### src/rtl/census_match.sv
// census_match: picks the best disparity for each left census string against a sliding window
// of past right census strings. Two stages: hamming costs per disparity, then masked argmin.
module census_match #(
  parameter int unsigned CENSUS_WIDTH = 8,
  parameter int unsigned MAX_DISP     = 16,
  parameter int unsigned DISP_BITS    = 4,
  parameter int unsigned COST_BITS    = 4
) (
  input  logic                    clk,
  input  logic                    reset,
  input  logic                    in_valid,
  input  logic                    line_start,
  input  logic [CENSUS_WIDTH-1:0] left_census,
  input  logic [CENSUS_WIDTH-1:0] right_census,
  output logic                    out_valid,
  output logic [DISP_BITS-1:0]    disparity,
  output logic [COST_BITS-1:0]    min_cost
);

  localparam logic [DISP_BITS-1:0] FillMax = DISP_BITS'(MAX_DISP - 1);

  logic [CENSUS_WIDTH-1:0] rwin_q [MAX_DISP-1];
  logic [DISP_BITS-1:0]    fill_q, fill_d;
  logic [CENSUS_WIDTH-1:0] cand [MAX_DISP];
  logic [COST_BITS-1:0]    cost_d [MAX_DISP];
  logic [COST_BITS-1:0]    cost_q [MAX_DISP];
  logic [MAX_DISP-1:0]     mask_d, mask_q;
  logic                    s1_valid_q;
  logic [COST_BITS-1:0]    best_cost, eff_cost;
  logic [DISP_BITS-1:0]    best_disp;
  logic                    out_valid_q;
  logic [DISP_BITS-1:0]    disparity_q;
  logic [COST_BITS-1:0]    min_cost_q;

  function automatic logic [COST_BITS-1:0] popcount(input logic [CENSUS_WIDTH-1:0] v);
    logic [COST_BITS-1:0] n;
    n = '0;
    for (int unsigned i = 0; i < CENSUS_WIDTH; i++) begin
      n = n + COST_BITS'(v[i]);
    end
    return n;
  endfunction

  always_comb begin
    cand[0] = right_census;
    for (int unsigned d = 1; d < MAX_DISP; d++) begin
      cand[d] = rwin_q[d-1];
    end
    for (int unsigned d = 0; d < MAX_DISP; d++) begin
      cost_d[d] = popcount(left_census ^ cand[d]);
      // A line start masks the stale window without clearing it.
      mask_d[d] = (d == 0) || (!line_start && (DISP_BITS'(d) <= fill_q));
    end
  end

  always_comb begin
    fill_d = fill_q;
    if (in_valid) begin
      if (line_start)            fill_d = DISP_BITS'(1);
      else if (fill_q != FillMax) fill_d = fill_q + 1'b1;
    end else if (line_start) begin
      fill_d = '0;
    end
  end

  always_ff @(posedge clk or negedge reset) begin
    if (!reset) begin
      for (int unsigned k = 0; k < MAX_DISP - 1; k++) rwin_q[k] <= '0;
      fill_q <= '0;
    end else begin
      if (in_valid) begin
        rwin_q[0] <= right_census;
        for (int unsigned k = 1; k < MAX_DISP - 1; k++) rwin_q[k] <= rwin_q[k-1];
      end
      fill_q <= fill_d;
    end
  end

  always_ff @(posedge clk or negedge reset) begin
    if (!reset) begin
      for (int unsigned d = 0; d < MAX_DISP; d++) cost_q[d] <= '0;
      mask_q     <= '0;
      s1_valid_q <= 1'b0;
    end else begin
      for (int unsigned d = 0; d < MAX_DISP; d++) cost_q[d] <= cost_d[d];
      mask_q     <= mask_d;
      s1_valid_q <= in_valid;
    end
  end

  // Masked candidates carry an all-ones cost; strict '<' keeps the smallest d on ties.
  always_comb begin
    best_cost = cost_q[0];
    best_disp = '0;
    eff_cost  = '1;
    for (int unsigned d = 1; d < MAX_DISP; d++) begin
      eff_cost = mask_q[d] ? cost_q[d] : '1;
      if (eff_cost < best_cost) begin
        best_cost = eff_cost;
        best_disp = DISP_BITS'(d);
      end
    end
  end

  always_ff @(posedge clk or negedge reset) begin
    if (!reset) begin
      out_valid_q <= 1'b0;
      disparity_q <= '0;
      min_cost_q  <= '0;
    end else begin
      out_valid_q <= s1_valid_q;
      if (s1_valid_q) begin
        disparity_q <= best_disp;
        min_cost_q  <= best_cost;
      end
    end
  end

  assign out_valid = out_valid_q;
  assign disparity = disparity_q;
  assign min_cost  = min_cost_q;

endmodule

### config.mk
export PLATFORM = sky130hd
export DESIGN_NAME = census_match
export DESIGN_NICKNAME = d
export VERILOG_FILES = /design/src/rtl/census_match.sv
export SDC_FILE = /design/constraint.sdc
export NUM_CORES = 1
export LEC_CHECK = 0
export BUFFER_PORTS_ARGS = -buffer_cell sky130_fd_sc_hd__buf_2
export CAP_MARGIN = 10
export CORE_MARGIN = 2
export CORE_UTILIZATION = 50
export CTS_BUF_LIST = sky130_fd_sc_hd__clkbuf_4
export DETAILED_ROUTE_END_ITERATION = 8
export GPL_TIMING_DRIVEN = 0
export PLACE_DENSITY = 0.66
export SLEW_MARGIN = 5
export SYNTH_ARGS = -nofsm -noshare
export SYNTH_HDL_FRONTEND = slang
export SYNTH_SLANG_ARGS = --single-unit
### constraint.sdc
create_clock -name clk -period 48.6 [get_ports clk]
set_clock_uncertainty 0.15 [all_clocks]
set_input_delay 7.29 -clock clk [delete_from_list [all_inputs] [get_ports clk]]
set_output_delay 7.29 -clock clk [all_outputs]
set_load 0.01 [all_outputs]
==> flow_summary.toml <==
[timing]
drv_slew = 0
rsz0062_at_grt = "false"
max_freq_mhz = 43.51
period_needed_ns = 22.99
slew-limit-headroom_pct = 44.81
tns_ns = 0
tightest_slew_ns = 0.8279
period_share_pct = 47.30
setup_viol = 0
finalHoldViolations = 0
setup_slack_ns = 25.61

[finish]
drive_above_1_share_pct = 19.69
final_util_pct = 55.25
final_cell_mix = "213 x dfrtp_1, 122 x mux2_2, 113 x inv_1, 103 x ha_1, 80 x clkbuf_4"
final_nets = 1490
layout_commonest_cell = "dfrtp_1"
syn_to_final_growth_pct = 9.446

[critical_path]
arrival_ns = 23.38
cp_slowest_cell = "nor3b_1"
cp-end-kind = "flop"
cp_slowest_stage_delay_ns = 0.65
required_ns = 49.00
cp_common_cell = "ha_1"
r2r_slack_ns = 25.61
worst-setup-path-type = "flop to flop"
critical_path.max_fanout = 10
r2r_cells = 103
startpoint_type = "flop"

[floorplan]
row_count = 61
io_pins = 29
dieArea_um2 = 29170
die_w_um = 170.8
start_util_pct = 50.48
die_h_um = 170.8
core_um2 = 27550

[global_routing]
grt_pass1_wl_um = 45730
grt_max_degree = 115
grt_overflow = 0
grt_usage_pct = 19.60
grt_pass1_vias = 9205
antenna_found_initial = 1

[place]
place_congestion = 0.8230
pre_cts_ws_ns = 25.88
portBuffers = 20
hpwlAfterDp_um = 21430

[clock_network]
htreeDepth = 2
cts-resized-gates = 0
path_clk_slew_ns = 0.06
cts_root_buffer = "clkbuf_4"
postCtsHoldBufs = 0
clk_latency_ns = 0.68
post-cts-setup-buffers = 0
cts.path.max_buffers = 3
clock-sinks = 213
cts_tree = "built"
numCtsBuffers = 56

[synth]
avgSynthCellArea_um2 = 11.36
ys_seq_area_share_pct = 38.32
syn_area_um2 = 13910
async_flop_share_pct = 100.0
synth-xor-area-share_pct = 9.131
synth-compound-area-share_pct = 10.31
syn_nets = 1411
synthAdderAreaFrac_pct = 18.55
synth_warnings = 0
synth_cells = 1224
synth-seq-cells = 213
synthSimpleGateAreaFrac_pct = 8.870
synth_edf_count = 0
synthMuxAreaShare_pct = 10.82
ys.flop_type = "dfrtp_1"
synth_top_family_by_area = "adder cells"
synth.distinct_cells = 85

[pwr]
p_per_area_nw_per_um2 = 76.36
irDropWorstVdd_v = 0.00003368
leakage_nw = 6.789
finalPower_w = 0.001162

[drt]
drt_iter0_markers = 485
drc_errors = 0
routed_wl_um = 26970
wire_per_inst_um = 15.68
via_per_inst = 5.115
dr.pass1.iters = 5
via_count = 8797
ant_nets = 0

[job]
cap_violations = 0

[hold_path]
min_path_type = "flop to flop"
hold-path-cell-count = 2

[outcome]
status = "completed"
## path summary, 6_finish.rpt
check,start,to
hold reg to reg,min_cost[3],min_cost[3]
setup / recovery,cost_q[59],disparity[2]
setup reg to reg,cost_q[59],disparity[2]
min in group asynchronous,reset,cand[113]
hold / removal,min_cost[3],min_cost[3]
max in group asynchronous,reset,fill_q[2]
## per-stage QoR
stage | std cells | hold WS (ns) | instance area [um2]
floorplan | 1224 | 0.2432 | 13910
global placement | 1622 | 0.2875 | 14480
finish | 1720 | 0.3373 | 15220
detailed placement | 1623 | 0.2975 | 14520
global route | 1720 | 0.3402 | 15220
CTS | 1719 | 0.3383 | 15220
## report_power, final
| group | switching, W | internal (W) |
|---|---|---|
| Combinational | 0.000377 | 0.000331 |
| Sequential | 0.0000449 | 0.000258 |
| Clock | 0.0000703 | 0.0000808 |
## sequential cells by signal, summed over array words and instances, names as in the netlist
register    count
cand          120
cost_q         64
disparity       4
fill_q          4
mask_q         15
min_cost        4
out_valid       1
s1_valid_q      1
## kinds of logic after synthesis
logic type | count (synthesis)
and+or+nand+nor | 222
adders and majority gates | 168
xor gates and xnor gates | 145
DFF | 213
buffers and inverters | 147
AOI/OAI and AO/OA | 196
muxes | 133
## cell usage after synthesis (3+ instances only)
cell type / count / area [um2]
dfrtp_1: 213 / 5330
mux2_2: 122 / 1374
inv_1: 113 / 424.2
ha_1: 103 / 1289
xor2_1: 73 / 639.4
xnor2_1: 72 / 630.6
fa_1: 64 / 1281
a21oi_1: 59 / 295.3
nor2_1: 51 / 191.4
nand2b_1: 45 / 281.5
nor2b_1: 39 / 244.0
nand2_1: 34 / 127.6
o21ai_0: 29 / 145.1
clkbuf_1: 26 / 97.59
nand3_1: 11 / 55.05
a31oi_1: 9 / 56.30
mux2i_1: 8 / 80.08
o211ai_1: 8 / 60.06
o21a_1: 8 / 60.06
a21o_1: 7 / 52.55
buf_1: 7 / 26.28
o21ai_1: 6 / 30.03
a211o_1: 5 / 43.79
a211oi_1: 5 / 37.54
a22o_1: 5 / 43.79
a41oi_1: 5 / 43.79
nor3_1: 4 / 20.02
nor3b_1: 4 / 30.03
a2111oi_2: 3 / 45.04
a221oi_2: 3 / 45.04
and2_1: 3 / 18.77
and3_1: 3 / 18.77
o211a_1: 3 / 30.03
o21bai_1: 3 / 22.52
o31a_1: 3 / 26.28
o31ai_1: 3 / 22.52
or2_2: 3 / 18.77
## metal layers
metal / GRT usage, % / vias to the layer above / routed length [um]
met3: 2.591 / 27 / 833
met2: 31.77 / 127 / 12600
met1: 27.57 / 4275 / 13060
met4: 5.909 / 0 / 476
li1: - / 4368 / -
met5: 0 / - / 0
## critical path: cells and delay by family, from the launching register on
kind | cells | cell delay, ns
compound gates | 48 | 11.51
fa+ha+maj | 15 | 4.01
buf+inv | 7 | 0.66
flops | 1 | 0.35
mux | 7 | 2.06
simple gates | 26 | 4.10
## cell type report
| class | count | area (um2) |
|---|---|---|
| antenna | 1 | 2.502 |
| buffer | 34 | 131.4 |
| clock buffer | 80 | 600.6 |
| clock inverter | 16 | 100.1 |
| fill | 2373 | 12330 |
| inverter | 113 | 424.2 |
| multi-input combinational | 864 | 8023 |
| sequential | 213 | 5330 |
| tap | 378 | 473.0 |
| timing repair buffer | 21 | 137.6 |
No activity file was read; power rests on OpenSTA's default activity.
